--- src/rtl/fifo_rd_packer.sv ---
// fifo_rd_packer: pops narrow FIFO entries and packs PACK of them into one wide word,
// flushing a partial word on request or after TIMEOUT idle cycles.
module fifo_rd_packer #(
    parameter int DATA_WIDTH = 8,
    parameter int PACK       = 4,
    parameter int TIMEOUT    = 15
) (
    input  logic                       rclk,
    input  logic                       rrst_n,
    input  logic                       rempty,
    input  logic [DATA_WIDTH-1:0]      rdata,
    output logic                       rinc,
    input  logic                       flush,
    output logic [DATA_WIDTH*PACK-1:0] m_data,
    output logic [PACK-1:0]            m_keep,
    output logic                       m_valid,
    input  logic                       m_ready
);
    localparam int CW = $clog2(PACK + 1);
    localparam int IW = $clog2(TIMEOUT + 1);

    typedef enum logic [1:0] {EMPTY, FILL, SEND} state_t;

    state_t                           state_q, state_d;
    logic [PACK-1:0][DATA_WIDTH-1:0]  data_q, data_d;
    logic [PACK-1:0]                  keep_q, keep_d;
    logic [CW-1:0]                    count_q, count_d, count_inc;
    logic [IW-1:0]                    idle_q, idle_d;
    logic                             go;

    function automatic logic [PACK-1:0] lanes(input logic [CW-1:0] n);
        for (int i = 0; i < PACK; i++) lanes[i] = CW'(i) < n;
    endfunction

    assign rinc      = rrst_n & ~rempty & (state_q != SEND);
    assign count_inc = count_q + CW'(1);
    assign go        = flush || count_inc == CW'(PACK);
    assign m_valid   = state_q == SEND;
    assign m_data    = data_q;
    assign m_keep    = keep_q;

    always_comb begin
        state_d = state_q;
        data_d  = data_q;
        keep_d  = keep_q;
        count_d = count_q;
        idle_d  = idle_q;
        if (state_q == SEND) begin
            // lanes are zeroed on exit so a later partial word carries zero padding
            if (m_ready) begin
                state_d = EMPTY;
                data_d  = '0;
                keep_d  = '0;
                count_d = '0;
                idle_d  = '0;
            end
        end else if (rinc) begin
            for (int i = 0; i < PACK; i++) if (count_q == CW'(i)) data_d[i] = rdata;
            count_d = count_inc;
            idle_d  = '0;
            state_d = go ? SEND : FILL;
            keep_d  = go ? lanes(count_inc) : '0;
        end else if (state_q == FILL) begin
            idle_d = idle_q + IW'(1);
            if (flush || idle_d == IW'(TIMEOUT)) begin
                state_d = SEND;
                keep_d  = lanes(count_q);
            end
        end
    end

    always_ff @(posedge rclk) begin
        if (!rrst_n) begin
            state_q <= EMPTY;
            data_q  <= '0;
            keep_q  <= '0;
            count_q <= '0;
            idle_q  <= '0;
        end else begin
            state_q <= state_d;
            data_q  <= data_d;
            keep_q  <= keep_d;
            count_q <= count_d;
            idle_q  <= idle_d;
        end
    end
endmodule

--- config.mk ---
export PLATFORM = sky130hd
export DESIGN_NAME = fifo_rd_packer
export DESIGN_NICKNAME = d
export VERILOG_FILES = /design/src/rtl/fifo_rd_packer.sv
export SDC_FILE = /design/constraint.sdc
export NUM_CORES = 1
export LEC_CHECK = 0
export CAP_MARGIN = 40
export CORE_MARGIN = 1
export CORE_UTILIZATION = 40
export CTS_CLUSTER_DIAMETER = 40
export DETAILED_ROUTE_END_ITERATION = 12
export GPL_ROUTABILITY_DRIVEN = 0
export HOLD_SLACK_MARGIN = 0.1
export PLACE_DENSITY = 0.67
export SLEW_MARGIN = 5
export SYNTH_ARGS = -nofsm -noshare
export SYNTH_HDL_FRONTEND = slang
export SYNTH_SLANG_ARGS = --single-unit
--- constraint.sdc ---
create_clock -name rclk -period 2.35 [get_ports rclk]
set_clock_uncertainty 0.15 [all_clocks]
set_input_delay 0.47 -clock rclk [delete_from_list [all_inputs] [get_ports rclk]]
set_output_delay 0.47 -clock rclk [all_outputs]
set_load 0.01 [all_outputs]
==> results of run 1 <==
## sequential cells by signal, summed over array words and instances (netlist names)
| name | flops |
|---|---|
| idle_q | 4 |
| m_data | 32 |
| count_q | 3 |
| m_keep | 4 |
| state_q | 2 |
## worst max-delay path: cells and delay by family
family | cells | cell delay (ns)
simple gates | 2 | 0.25
buf+inv | 2 | 0.80
## through the flow
step / total power, mW / setup TNS (ns) / util (%) / setup WS, ns
floorplan: 1.11 / 0 / - / 0.474
global route: 1.97 / 0 / 55.2 / 0.120
finish: 1.88 / 0 / 55.2 / 0.204
CTS: 1.90 / 0 / 55.2 / 0.191
global placement: 1.29 / -0.0335 / 53.3 / -0.0318
detailed placement: 1.29 / -0.0929 / 53.3 / -0.0466
## cell usage in the layout, fill, tap and decap left out, types with 2 or more instances in the layout
cell / count
buf_4: 25
nor2b_1: 4
o41ai_4: 4
o21a_1: 34
a211oi_1: 2
nor2_1: 40
clkdlybuf4s50_1: 48
and3_1: 3
and2_1: 2
mux2i_1: 5
clkbuf_8: 5
nor4_1: 34
a31oi_1: 3
nand2b_4: 2
nand2_1: 19
nand3_1: 2
o21ai_0: 6
a21boi_0: 2
nand2b_1: 4
inv_1: 37
nor3_1: 5
dlygate4sd2_1: 2
dfxtp_1: 45
clkinv_1: 2
ha_1: 6
## cell families (layout without fill, tap and decap cells)
family / after synthesis / after routing / synth area share [%]
compound gates: 61 / 61 / 22.3
fa+ha+maj: 6 / 6 / 3.00
buf+inv: 59 / 124 / 10.6
flops: 45 / 45 / 35.9
mux: 5 / 5 / 2.00
other cells: 0 / 1 / 0
simple gates: 123 / 123 / 26.1
## where the power goes
| part | switching (mW) | internal, mW | leakage, nW |
|---|---|---|---|
| combinational | 0.243 | 0.209 | 0.863 |
| clock | 0.287 | 0.319 | 0.0585 |
| sequential | 0.0271 | 0.792 | 0.364 |
| total | 0.557 | 1.32 | 1.29 |
## worst paths after layout
check,end,slack [ns]
hold reg to reg,m_keep[2],0.32
setup / recovery,rinc,0.20
setup reg to reg,m_keep[2],0.46
hold / removal,m_keep[2],0.32
## metal layers
layer,wire (um),track usage (%)
met4,82,6.61
met2,2760,31.2
met1,2850,25.7
met3,253,4.27
met5,0,0
## final cells by class
| cell class | count | share of cell area [%] |
|---|---|---|
| clock buffers | 5 | 2.08 |
| flip-flops and latches | 45 | 27.2 |
| inverters | 40 | 4.62 |
| multi-input cells | 195 | 40.5 |
| clock inverters | 3 | 1.32 |
| diodes | 1 | 0.0757 |
| well taps | 75 | 2.84 |
| repair buffers | 76 | 21.3 |
## what timing repair did
item / 4_1_cts / 5_1_grt
gates resized for setup: 2 / 0
hold buffers: 0 / 0
endpoints found under the setup margin: 1 / 0
==> results_dict.tcl, run 1 <==
set metrics [dict create \
    run_status "finished, final reports clean" \
    holdWs_ns 0.317 \
    hold_path.startpoint "m_keep[2]" \
    fin_crit_sh_pct 91.3 \
    synth_top_area_cell "dfxtp_1" \
    grt_pass1_vias 2030 \
    drv_slew 0 \
    avgSynthCellArea_um2 8.38 \
    viasPerCell 5.10 \
    rsz0062_at_grt "false" \
    path_clk_slew_ns 0.09 \
    rows 28 \
    core_area_mm2 0.00599 \
    crit_arrival_ns 1.53 \
    layout-drive-gt1-share_pct 12.9 \
    postSynthCellCount 299 \
    start_util_pct 41.8 \
    drt_first_pass_iters 4 \
    antenna_left 0 \
    synth_ff_type "dfxtp_1" \
    setup_viol 0 \
    syn_nets 318 \
    final_cells 440 \
    hp-class "reg -> reg" \
    ff2ff_path_depth 6 \
    place_area_mm2 0.00319 \
    grt_antenna_before_repair 1 \
    synth_edf_count 0 \
    grt_pass1_wl_mm 9.87 \
    htreeDepth 2 \
    io_buffers 50 \
    die_h_um 81.2 \
    ir_worst_vdd_mv 0.285 \
    syn_area_mm2 0.00251 \
    fmax_mhz 466 \
    synthTopCellsByCount "dfxtp_1, nor2_1, inv_1" \
    synth_most_common_cell "dfxtp_1" \
    pwr_density_cell_mw_per_mm2 568 \
    yosysTopAreaCellShare_pct 35.9 \
    crit_path_start "rempty" \
    slew_headroom_pct 72.2 \
    clk_path_buf_depth 2 \
    clk_latency_ns 0.30 \
    numCtsBuffers 5 \
    wl_per_cell_um 13.5 \
    n_fill_cell 569 \
    multi_input_area_mm2 0.00134 \
    layout.nets 382 \
    dpl.hpwl_mm 4.25 \
    fin_area_mm2 0.00331 \
    drc_errors 0 \
    cp-end-kind "output port" \
    critPathLaunchType "input port" \
    ys_warn_count 0 \
    cts_post_setup_buffers_inserted 0 \
    gr-total-overflow 0 \
    root_buffer "clkbuf_8" \
    clkSinkCount 45 \
    grt_start_max_net_pins 36 \
    routed_wl_mm 5.94 \
    yosys-top-cells-area "dfxtp_1, o21a_1, nor4_1, nor2_1, inv_1" \
    finalHoldViolations 0 \
    cts_tree "done" \
    cp_slowest_cell "clkdlybuf4s50_1" \
    drv_cap 0 \
    ios 51 \
    r2r-start "count_q[0]" \
    ff_latch_area_um2 901 \
    p_leak_nw 1.29 \
    dieArea_mm2 0.00659 \
    vias 2246 \
    grt_usage_pct 19.5 \
    holdPathStages 2 \
    die_w_um 81.2 \
    synth_seq_cells 45 \
    critPathKind "in -> out" \
    synth_seq_area_share_pct 35.9 \
    worst_slew_pin_slew_ns 0.416 \
    ys_types 45 \
    fin_crit_ns 2.15 \
    crit_fanout 4 \
    area_growth_syn_to_layout_pct 32.0 \
    worstPathRequired_ns 1.73 \
    ys_async_sr_fraction_pct 0 \
    crit_chain "dlygate4sd2_1 > nand2b_4 > nor2_1 > clkdlybuf4s50_1" \
    drt_iter0_markers 76 \
    max_stage_delay_ns 0.53 \
    dp_cells 431 \
]
Power figures use the tool's default switching activity.
==> run 2: changes to the inputs <==
CAP_MARGIN = unset   (was 40)
==> results of run 2 <==
Same layout as run 1: the final DEF is identical, and so are final timing and power.
==> run 3: changes to the inputs <==
CORE_ASPECT_RATIO = 2   (was unset)
==> run 3 against run 2 <==
Compared with the run above: wire length increased by 4.6%; non-clock buffer count decreased by 5; combinational power decreased by 3%; worst setup slack got worse by 0.063 ns; fmax decreased by 2.9%; power increased by 9.9%; sequential power increased by 0.6%; sequential share of layout area increased by 0.058 points; clock-buffer cell count increased by 1; final area about the same; worst hold slack got worse by 0.0052 ns; global-route usage increased by 0.28 points; critical endpoint unchanged; largest cell class unchanged; largest power group unchanged.
==> results_dict.tcl, run 3 (synthesized netlist as in run 1, its figures left out) <==
set metrics [dict create \
    multi_input_area_mm2 0.00134 \
    crit_chain "nand2b_4 > inv_4 > nor2_1 > clkdlybuf4s50_1" \
    hold_path.startpoint "m_keep[1]" \
    numCtsBuffers 5 \
    worstPathRequired_ns 1.73 \
    fin_crit_sh_pct 94.0 \
    die_h_um 114 \
    holdPathStages 2 \
    max_stage_delay_ns 0.54 \
    final_cells 422 \
    io_buffers 50 \
    run_status "finished, final reports clean" \
    critPathLaunchType "flop" \
    crit_fanout 12 \
    antenna_cells 0 \
    drc_errors 0 \
    layout.nets 377 \
    r2r-start "count_q[0]" \
    start_util_pct 41.7 \
    root_buffer "clkbuf_16" \
    cts_tree "done" \
    crit_path_start "state_q[0]" \
    finalPower_mw 2.06 \
    mostFrequentLayoutCells "clkdlybuf4s50_1, dfxtp_1, nor2_1" \
    routed_wl_mm 6.21 \
    n_fill_cell 580 \
    dieArea_mm2 0.00661 \
    drv_slew 0 \
    cts_post_setup_buffers_inserted 0 \
    die_w_um 58.0 \
    layout-drive-gt1-share_pct 12.0 \
    htreeDepth 2 \
    grt_pass1_vias 2215 \
    grt_pass1_wl_mm 10.1 \
    ctsResizeCount 1 \
    viasPerCell 5.39 \
    path_clk_slew_ns 0.06 \
    clk_latency_ns 0.28 \
    ios 51 \
    cts.hold.buffers_added 0 \
    r2r-end "m_data[6]" \
    area_growth_syn_to_layout_pct 31.9 \
    antenna_left 0 \
    timing.setup.tns_ns 0 \
    wl_per_cell_um 14.7 \
    clk_path_buf_depth 2 \
    largest_reg_flops 32 \
    cp-end-kind "output port" \
    ff2ff_path_depth 7 \
    critPathKind "reg -> out" \
    worst_slew_pin_slew_ns 0.498 \
    grt_antenna_before_repair 0 \
    ff_latch_area_um2 902 \
    setup_viol 0 \
    clkSinkCount 45 \
    holdWs_ns 0.311 \
    core_area_mm2 0.00601 \
    layout_commonest_cell "clkdlybuf4s50_1" \
    fin_crit_ns 2.21 \
    drt_iter0_markers 51 \
    crit_path_end "rinc" \
    pwr_density_cell_mw_per_mm2 624 \
    slew_headroom_pct 66.4 \
    grt_usage_pct 19.8 \
    reg2reg_slack_ns 0.37 \
    ir_worst_vdd_mv 0.430 \
    rows 40 \
    fmax_mhz 453 \
    finalHoldViolations 0 \
    crit_arrival_ns 1.59 \
    vias 2274 \
    p_leak_nw 1.28 \
    gr-total-overflow 0 \
    drt_first_pass_iters 4 \
    drv_cap 0 \
    grt_start_max_net_pins 39 \
    rsz0062_at_grt "false" \
    cp_slowest_cell "clkdlybuf4s50_1" \
    hp-class "reg -> reg" \
    dp_cells 414 \
    dpl.hpwl_mm 4.65 \
]
-- run 3: cell count changes in the layout (fill, tap and decap cells not counted), sizes merged --
cell	before	now
buf	26	21
clkbuf	5	7
diode	1	0
dlygate4sd2	2	1
inv	39	38
-- run 3: how the worst min path moves through the flow --
| stage | endpoint | slack, ns |
|---|---|---|
| after floorplan | idle_q[3] | 0.30 |
| after global placement | m_keep[1] | 0.30 |
| after detailed placement | m_keep[1] | 0.31 |
| after CTS | m_keep[1] | 0.31 |
| after global routing | m_keep[0] | 0.34 |
| final | m_keep[1] | 0.31 |
-- run 3: per-layer routing --
layer | share of wire [%] | global-route usage, % | up-vias
met5 | 0 | 0 | -
met4 | 2.6 | 9.21 | 0
met3 | 2.6 | 1.93 | 17
met2 | 58 | 38.4 | 57
met1 | 37 | 20.1 | 1046
li1 | - | - | 1154
-- run 3: per-stage QoR --
| stage | area [um2] | util, % | setup WS [ns] |
|---|---|---|---|
| 6_report | 3300 | 55.0 | 0.141 |
| 5_1_grt | 3300 | 55.0 | 0.0623 |
| 4_1_cts | 3300 | 55.0 | 0.0106 |
| 3_5_place_dp | 3140 | 52.2 | -0.0731 |
| 3_3_place_gp | 3140 | 52.2 | -0.0564 |
| 2_1_floorplan | 2510 | - | 0.474 |
-- run 3: layout make-up --
class	instances	area share, %
clock inverters	2	1.17
clock buffers	6	3.90
well taps	63	2.39
flip-flops and latches	45	27.3
repair buffers	71	20.1
inverters	40	4.62
multi-input cells	195	40.5
-- run 3: critical path, delay by kind of cell, from the launching register on --
family | cells | cell delay [ns]
buffers and inverters | 2 | 0.61
flip-flops | 1 | 0.41
AND/OR/NAND/NOR | 2 | 0.28
-- run 3: report_power, final --
group	switching [mW]	internal, mW
combinational	0.242	0.199
clock	0.294	0.504
sequential	0.0305	0.793
total	0.567	1.50
